## config.mk

```make
export PLATFORM = sky130hd
export DESIGN_NAME = rv_hazard_scoreboard
export DESIGN_NICKNAME = d
export VERILOG_FILES = /design/src/rtl/rv_pipe_pkg.sv /design/src/rtl/rv_sb_counter.sv /design/src/rtl/rv_hazard_scoreboard.sv
export SDC_FILE = /design/constraint.sdc
export NUM_CORES = 1
export LEC_CHECK = 0
export CAP_MARGIN = 20
export CELL_PAD_IN_SITES_DETAIL_PLACEMENT = 0
export CELL_PAD_IN_SITES_GLOBAL_PLACEMENT = 1
export CORE_MARGIN = 4
export CORE_UTILIZATION = 38
export DETAILED_ROUTE_END_ITERATION = 12
export GPL_ROUTABILITY_DRIVEN = 0
export GPL_TIMING_DRIVEN = 1
export PLACE_DENSITY = 0.82
export SYNTH_ARGS = -nofsm -noshare
export SYNTH_HDL_FRONTEND = slang
export SYNTH_SLANG_ARGS = --single-unit
```

## constraint.sdc

```tcl
create_clock -name clk -period 13.1 [get_ports clk]
set_input_delay 3.93 -clock clk [delete_from_list [all_inputs] [get_ports clk]]
set_output_delay 3.93 -clock clk [all_outputs]
set_load 0.01 [all_outputs]
```

## src/rtl/rv_pipe_pkg.sv

```systemverilog
// rv_pipe_pkg: shared pipeline widths, register address type and x0 helper
package rv_pipe_pkg;
    localparam int REG_AW = 5;
    localparam int CNT_W  = 2;
    typedef logic [REG_AW-1:0] reg_addr_t;
    function automatic logic is_x0(input reg_addr_t a);
        return a == '0;
    endfunction
endpackage

```

## src/rtl/rv_sb_counter.sv

```systemverilog
// rv_sb_counter: saturating up/down pending-write counter; underflow flags a decrement at zero
module rv_sb_counter
    import rv_pipe_pkg::*;
#(
    parameter int CNT_W = rv_pipe_pkg::CNT_W
) (
    input  logic             clk,
    input  logic             resetn,
    input  logic             inc,
    input  logic             dec,
    output logic [CNT_W-1:0] cnt,
    output logic             underflow
);
    assign underflow = dec & ~inc & ~|cnt;
    always_ff @(posedge clk) begin
        if (!resetn) cnt <= '0;
        else if (inc & ~dec & ~&cnt) cnt <= cnt + 1'b1;
        else if (dec & ~inc & |cnt) cnt <= cnt - 1'b1;
    end
endmodule

```

## src/rtl/rv_hazard_scoreboard.sv

```systemverilog
// rv_hazard_scoreboard: per-register pending-write scoreboard with RAW/full interlock and stall counter.
// WB_BYPASS_EN: treat a source whose last pending write retires this cycle as ready (write-through regfile).
module rv_hazard_scoreboard
    import rv_pipe_pkg::*;
#(
    parameter int NUM_REGS = 32,
    parameter int REG_AW   = rv_pipe_pkg::REG_AW,
    parameter int CNT_W    = rv_pipe_pkg::CNT_W,
    parameter int PERF_W   = 32
) (
    input  logic                clk,
    input  logic                resetn,
    input  logic                id_valid,
    input  logic [REG_AW-1:0]   id_rs1,
    input  logic [REG_AW-1:0]   id_rs2,
    input  logic                id_use_rs1,
    input  logic                id_use_rs2,
    input  logic [REG_AW-1:0]   id_rd,
    input  logic                id_writes_rd,
    input  logic                flush,
    input  logic                wb_retire,
    input  logic [REG_AW-1:0]   wb_rd,
    input  logic                wb_writes_rd,
    output logic                stall,
    output logic                issue,
    output logic [NUM_REGS-1:0] busy_vec,
    output logic [PERF_W-1:0]   stall_cycles,
    output logic                sb_error
);
    logic [CNT_W-1:0]    cnt [NUM_REGS];
    logic [NUM_REGS-1:0] inc_v, dec_v, uf_v, byp_v, eff_busy;
    logic                hazard, full;
    // x0 is never tracked: its counter and strobes are tied off
    assign cnt[0]   = '0;
    assign inc_v[0] = 1'b0;
    assign dec_v[0] = 1'b0;
    assign uf_v[0]  = 1'b0;
    for (genvar i = 1; i < NUM_REGS; i++) begin : g_reg
        assign inc_v[i] = issue & id_writes_rd & (id_rd == REG_AW'(i));
        assign dec_v[i] = wb_retire & wb_writes_rd & (wb_rd == REG_AW'(i));
        rv_sb_counter #(.CNT_W(CNT_W)) u_cnt (
            .clk       (clk),
            .resetn    (resetn),
            .inc       (inc_v[i]),
            .dec       (dec_v[i]),
            .cnt       (cnt[i]),
            .underflow (uf_v[i])
        );
    end
    for (genvar i = 0; i < NUM_REGS; i++) begin : g_busy
        assign busy_vec[i] = |cnt[i];
`ifdef WB_BYPASS_EN
        assign byp_v[i] = dec_v[i] & (cnt[i] == CNT_W'(1));
`else
        assign byp_v[i] = 1'b0;
`endif
    end
    assign eff_busy = busy_vec & ~byp_v;
    assign hazard   = id_valid & ((id_use_rs1 & eff_busy[id_rs1]) | (id_use_rs2 & eff_busy[id_rs2]));
    // a same-cycle retire of rd frees a slot, so a saturated counter does not block
    assign full     = id_valid & id_writes_rd & ~is_x0(reg_addr_t'(id_rd)) & (&cnt[id_rd]) & ~dec_v[id_rd];
    assign stall    = (hazard | full) & ~flush;
    assign issue    = id_valid & ~stall & ~flush;
    always_ff @(posedge clk) begin
        if (!resetn) begin
            stall_cycles <= '0;
            sb_error     <= 1'b0;
        end else begin
            if (stall & ~&stall_cycles) stall_cycles <= stall_cycles + 1'b1;
            if (|uf_v) sb_error <= 1'b1;
        end
    end
endmodule

```

# Word level (Yosys, flattened, before mapping)
# Index checks and enable logic that the tools add are counted.
word_totals:
  input_bits: 29
  register_bits: 95
  out_inout_bits: 67
  elab_cells: 692
classes:
  add_sub_neg: 63
  n_mux: 71
  n_reduce_logical: 160
  n_bitwise: 299
  eq_ne: 62
  magnitude_cmp: 4
op_table:
  columns: ["cell", "n"]
  rows:
  - ["1-bit bitwise AND", 230]
  - ["5-bit == test, second input constant", 32]
  - ["2-bit two-way mux", 64]
  - ["5-bit by 4-bit == test with 1-bit output, second input constant", 16]
  - ["1-bit NOT", 66]
  - ["2-bit AND reduction", 32]
  - ["1-bit logical NOT", 63]
  - ["2-bit by 1-bit adder with 2-bit output, second input constant", 31]
  - ["2-bit nonzero test", 31]
  - ["2-bit OR reduction", 31]
  - ["2-bit by 1-bit subtractor with 2-bit output, second input constant", 31]
  - ["5-bit by 3-bit == test with 1-bit output, second input constant", 8]
  - ["32-bit by 1-bit adder with 32-bit output, second input constant", 1]
  - ["32-bit AND reduction", 1]
  - ["31-bit OR reduction", 1]
  - ["5-bit by 2-bit == test with 1-bit output, second input constant", 4]
  - ["5-bit by 6-bit less-than comparator with 1-bit output, second input constant", 3]
  - ["1-bit binary-select mux with 5-bit select", 3]
  - ["2-bit binary-select mux with 5-bit select", 1]
  - ["5-bit by 1-bit == test with 1-bit output, second input constant", 2]
  - ["6-bit greater-or-equal comparator, second input constant", 1]
  - ["5-bit NOT with 6-bit output", 1]
  - ["5-bit logical NOT", 1]
  - ["1-bit two-way mux", 3]
  - ["1-bit OR", 2]

# Depth between registers and ports, before layout
logic_depth:
  ltp_word: 19
  ltp_mapped: 13
  depth_no_buf: 10

# Cells and area by module
# Synthesis repeated with hierarchy kept, for this count alone.
hier_totals:
  cells_unflattened: 960
  hier_area_um2: 7409.6
modules_own_cells:
  columns: ["module", "seq_area_each_um2", "instances", "area_per_inst_um2", "cells_each"]
  rows:
  - ["rv_hazard_scoreboard", 660.6, 1, 3841.2, 557]
  - ["rv_sb_counter", 40.0, 31, 115.1, 13]

# Least setup slack after synthesis
# No wires, ideal clock.
synth_timing:
  kind: "in2out"
  from: "input port id_rs2[1]"
  to: "output port issue"
  t_required_ns: 9.170
  path_buffers: 3
  slack_ns: 2.879
  cell_stages: 10
  arrival_ns: 6.291
  cell_sequence: "buf_2 inv_1 mux4_2 a2111oi_0 nand4b_1 nand4_1 buf_2 or2_2 clkbuf_1 nor3_1"
synth_via:
  elab_chain_cells: 10
synth_lines:
  columns: ["element", "line", "text"]
  rows:
  - ["start: declaration", "rv_hazard_scoreboard.sv:15", "input logic [REG_AW-1:0] id_rs2,"]
  - ["1-bit binary-select mux with 5-bit select", "rv_hazard_scoreboard.sv:59", "assign hazard = id_valid & ((id_use_rs1 & eff_busy[id_rs1]) | (id_use_rs2 & eff_busy[id_rs2]));"]
  - ["1-bit two-way mux (not written as such)", "rv_hazard_scoreboard.sv:59", null]
  - ["1-bit bitwise AND", "rv_hazard_scoreboard.sv:59", null]
  - ["1-bit OR", "rv_hazard_scoreboard.sv:59", null]
  - ["1-bit bitwise AND", "rv_hazard_scoreboard.sv:59", null]
  - ["1-bit OR", "rv_hazard_scoreboard.sv:62", "assign stall = (hazard | full) & ~flush;"]
  - ["1-bit bitwise AND", "rv_hazard_scoreboard.sv:62", null]
  - ["1-bit NOT", "rv_hazard_scoreboard.sv:63", "assign issue = id_valid & ~stall & ~flush;"]
  - ["1-bit bitwise AND (2 in series)", "rv_hazard_scoreboard.sv:63", null]
  - ["end: declaration", "rv_hazard_scoreboard.sv:25", "output logic issue,"]
# Every way passes these cells. The select of a mux whose other input is x is not followed.

# Worst setup path in the final report
layout_timing:
  from: "input port id_rd[1]"
  to: "output port stall"
layout_via:
  elab_chain_cells: 9
  elab_cells_between_ends: 15
  cone_classes: "mux (5); bitwise (8); reduce/logical (2)"
layout_lines:
  columns: ["element", "line", "text"]
  rows:
  - ["start: declaration", "rv_hazard_scoreboard.sv:18", "input logic [REG_AW-1:0] id_rd,"]
  - ["5-bit NOT with 6-bit output (not written as such)", "rv_hazard_scoreboard.sv:61", "assign full = id_valid & id_writes_rd & ~is_x0(reg_addr_t'(id_rd)) & (&cnt[id_rd]) & ~dec_v[id_rd];"]
  - ["2-bit binary-select mux with 5-bit select", "rv_hazard_scoreboard.sv:61", null]
  - ["2-bit two-way mux (not written as such) (2 in series)", "rv_hazard_scoreboard.sv:61", null]
  - ["2-bit AND reduction", "rv_hazard_scoreboard.sv:61", null]
  - ["1-bit bitwise AND", "rv_hazard_scoreboard.sv:61", null]
  - ["1-bit bitwise AND *", "rv_hazard_scoreboard.sv:61", null]
  - ["1-bit OR *", "rv_hazard_scoreboard.sv:62", null]
  - ["1-bit bitwise AND *", "rv_hazard_scoreboard.sv:62", null]
  - ["end: declaration", "rv_hazard_scoreboard.sv:24", "output logic stall,"]
# Every way passes the cells marked *; elsewhere a longest branch is shown, timed or not. The select of a mux whose other input is x is not followed.

==> results.md <==
* Outcome: finished clean
* Main area contributors after synthesis: dfxtp_1, nor2_1, nand2_1
* Tcrit/Tclk final at 89.0%
* CP Data Required Time at 9.17 ns
* Number of max-cap violations at 0
* HPWL Detailed at 19,600 um
* Fraction of the mapped netlist area in simple logic gates at 34.3%
* Avg Cell Area, Syn at 7.21 um^2
* FP Rows at 49
* Largest family of logic cells by synthesized area: simple AND/OR/NAND/NOR gates
* Max IR drop VDD at 61.4 uV
* Fraction of layout cells with a size suffix above 1 at 5.77%
* First-pass GRT wire length at 40,200 um
* Synth cell types at 69
* Hold path cells at 2
* End-of-flow core utilization at 46.6%
* Design area at 8430 um^2
* Max transition margin at 31.2%
* Hold_ws at 0.493 ns
* Post-Synth XOR/XNOR Area at 1.75%
* Worst reg2reg path depth at 11
* Area of the mapped netlist at 7030 um^2
* Crit path buf inv count at 5
* Setup TNS at 0 ns
* Hold buffers post-CTS at 0
* CP Cell Sequence: clkdlybuf4s50_1, buf_4, nor2b_1, a221o_1, o311ai_0, or4_1, nor2_2, o311ai_2, buf_4, inv_1, clkdlybuf4s50_1
* Postcts setup bufs at 0
* Syn Inst Count at 974
* Crit Path Class: input port to primary output
* Hold WC Path Type: flip-flop to flip-flop
* R2R setup slack at 9.12 ns
* Num CTS Buffers at 9
* H-tree levels at 3
* Largest net degree at the start of global routing at 57
* Hold path start: stall_cycles[21]
* Data arrival time of the critical path at 7.73 ns
* Flops & latches, synth at 95
* Starting Density at 38.9%
* Die footprint at 20,700 um^2
* FF/Latch Area at 1900 um^2
* Synth async-reset ratio at 0%
* RSZ-0062 raised after global routing: no
* P per Cell Area at 78.4 nW/um^2
* Clk sink count at 95
* Post-synthesis sequential area ratio at 27.1%
* Gr ovfl total at 0
* Synth area leader: dfxtp_1
* Final Hold Vio Count at 0
* CTS tree: built
* Resize count post-CTS at 0
* Fin Clk Skew at 0.0136 ns
* EDFF count, synth at 0
* Antenna violations before repair at 0
* Multiplexer area fraction after synthesis at 5.86%
* Post-synth top area share at 27.1%
* CP peak stage delay at 0.61 ns
* IO Pins at 96
* Die X at 144 um
* Slowest CP cell: or4_1
* Drt drc at 0
* FMAX at 0.0858 GHz
* Multi-input logic area at 4760 um^2
* Synth warnings at 0
* Ant. Diodes at 0
* Total track usage at 24.9%
* Tmin final at 11.66 ns
* Placed Instance Area at 8120 um^2
* Drt wl/cell at 20.5 um
* Synth-to-Final Area Change at 20.0%
* Total Wirelength at 26,100 um
* Vias in the first global route at 7,109
* CTS clk-pin slew, worst paths at 0.08 ns
* Crit path max-delay family: buffers and inverters
* RR Startpoint: g_reg[15].u_cnt.cnt[0]
* Overall power at 661 uW
* Router iterations before antenna repair at 5
* Vias at 7,844
* Fillers at 1,799
* Syn nets at 1,004
* Ys flop type: dfxtp_1
* Reg2reg end: sb_error
* IO Port Bufs at 94
* Root buffer cell: clkbuf_16
* Clock buffer depth at 2
* Avg Vias per Cell at 6.18
* Setup-failing EPs final at 0
* Slew Viols, Final at 0
* Crit-path max FO at 39
* Slew @ Worst Pin at 1.02 ns
* Leak at 0.00297 uW
* Detail Route Antenna Nets at 0
* Worst setup EP type: primary output
* Net total in the final layout at 1,065
* Synth Area in Compound Gates at 25.4%
* Die Span Y at 144 um
* Worst Setup Start Kind: input port
* Clk_lat worst skew at 0.36 ns
* First DRT Iteration DRCs at 1,006
* Adder-Cell Fraction of Synth Area at 0.178%
* Core Area at 18,100 um^2
* Worst Hold End: stall_cycles[21]
[layout make-up]
class                           instances  share of cell area (%)
Clock buffer                           10                    2.83
Clock inverter                          6                   0.876
Inverter                               42                    1.87
Multi-Input combinational cell        783                    56.4
Sequential cell                        95                    22.6
Tap cell                              229                    3.40
Timing Repair Buffer                  104                    12.1
[sequential cells by signal, indices dropped and copies added, names as in the netlist]
name / count
stall_cycles: 32
sb_error: 1
g.u_cnt.cnt: 62
[power breakdown]
part,internal [uW],leakage (uW),total [uW],switching (uW)
logic,28.2,0.00205,85.4,57.2
clock network,157,0.000153,285,128
registers,289,0.000765,291,1.25
[worst min-delay path: cells and delay by family, from the launching register on]
kind             cells  cell delay [ns]
multiplexers         1             0.05
AND/OR/NAND/NOR      1             0.06
flip-flops           1             0.34
[cells in the mapped netlist, types with 5 or more instances]
library cell / n
a211o_1: 5
a211oi_1: 24
a21oi_1: 64
and2_1: 11
and3_1: 24
and4_1: 7
buf_1: 6
buf_2: 10
clkbuf_1: 37
dfxtp_1: 95
inv_1: 41
mux2i_1: 13
mux4_2: 11
nand2_1: 96
nand2b_1: 36
nand3_1: 36
nand3b_1: 5
nand4_1: 18
nor2_1: 97
nor2b_1: 10
nor3_1: 68
nor4_1: 19
o2111ai_1: 9
o211ai_1: 10
o21a_1: 32
o21ai_0: 58
o31ai_1: 14
or2_2: 11
or4_1: 7
xnor2_1: 11
[per-stage QoR]
stage | std cells | worst slack [ns]
after floorplan | 974 | 2.88
after global placement | 1253 | 1.59
after detailed placement | 1253 | 1.55
after CTS | 1269 | 1.51
after global routing | 1269 | 1.27
final | 1269 | 1.44
[worst max-delay path by stage]
stage               startpoint  endpoint  cells past startpoint
CTS                   id_rd[1]     stall                     11
global placement      id_rd[1]     stall                     11
finish                id_rd[1]     stall                     11
global route          id_rd[1]     stall                     11
detailed placement    id_rd[1]     stall                     11
floorplan            id_rs2[1]     issue                     10
[cell families after synthesis]
kind of cell / count (synthesis)
and+or+nand+nor: 471
AOI/OAI and AO/OA: 269
buffers and inverters: 96
DFF: 95
muxes: 27
xor gates and xnor gates: 14
adders and majority gates: 1
other: 1
[routing by layer]
metal  GRT usage (%)  wire [um]  up-vias
li1                -          -     3724
met1            34.5      10900     3633
met2            38.3      11700      417
met3            4.46       2470       70
met4            10.1       1030        0
met5               0          0        -
[cell usage in the layout, fill, tap and decap left out, types with 5 or more instances in the layout]
cell             Yosys  final
a211o_1              5      5
a211oi_1            24     24
a21oi_1             64     64
and2_1              11     11
and3_1              24     24
and4_1               7      7
buf_4                1     10
clkbuf_16            0      9
clkdlybuf4s50_1      0     94
dfxtp_1             95     95
inv_1               41     41
mux2i_1             13     13
mux4_2              11     11
nand2_1             96     96
nand2b_1            36     36
nand3_1             36     36
nand3b_1             5      5
nand4_1             18     18
nor2_1              97     97
nor2b_1             10     10
nor3_1              68     68
nor4_1              19     19
o2111ai_1            9      9
o211ai_1            10     10
o21a_1              32     32
o21ai_0             58     58
o31ai_1             14     14
or2_2               11     11
or4_1                7      7
xnor2_1             11     11
Power figures use the tool's default switching activity.
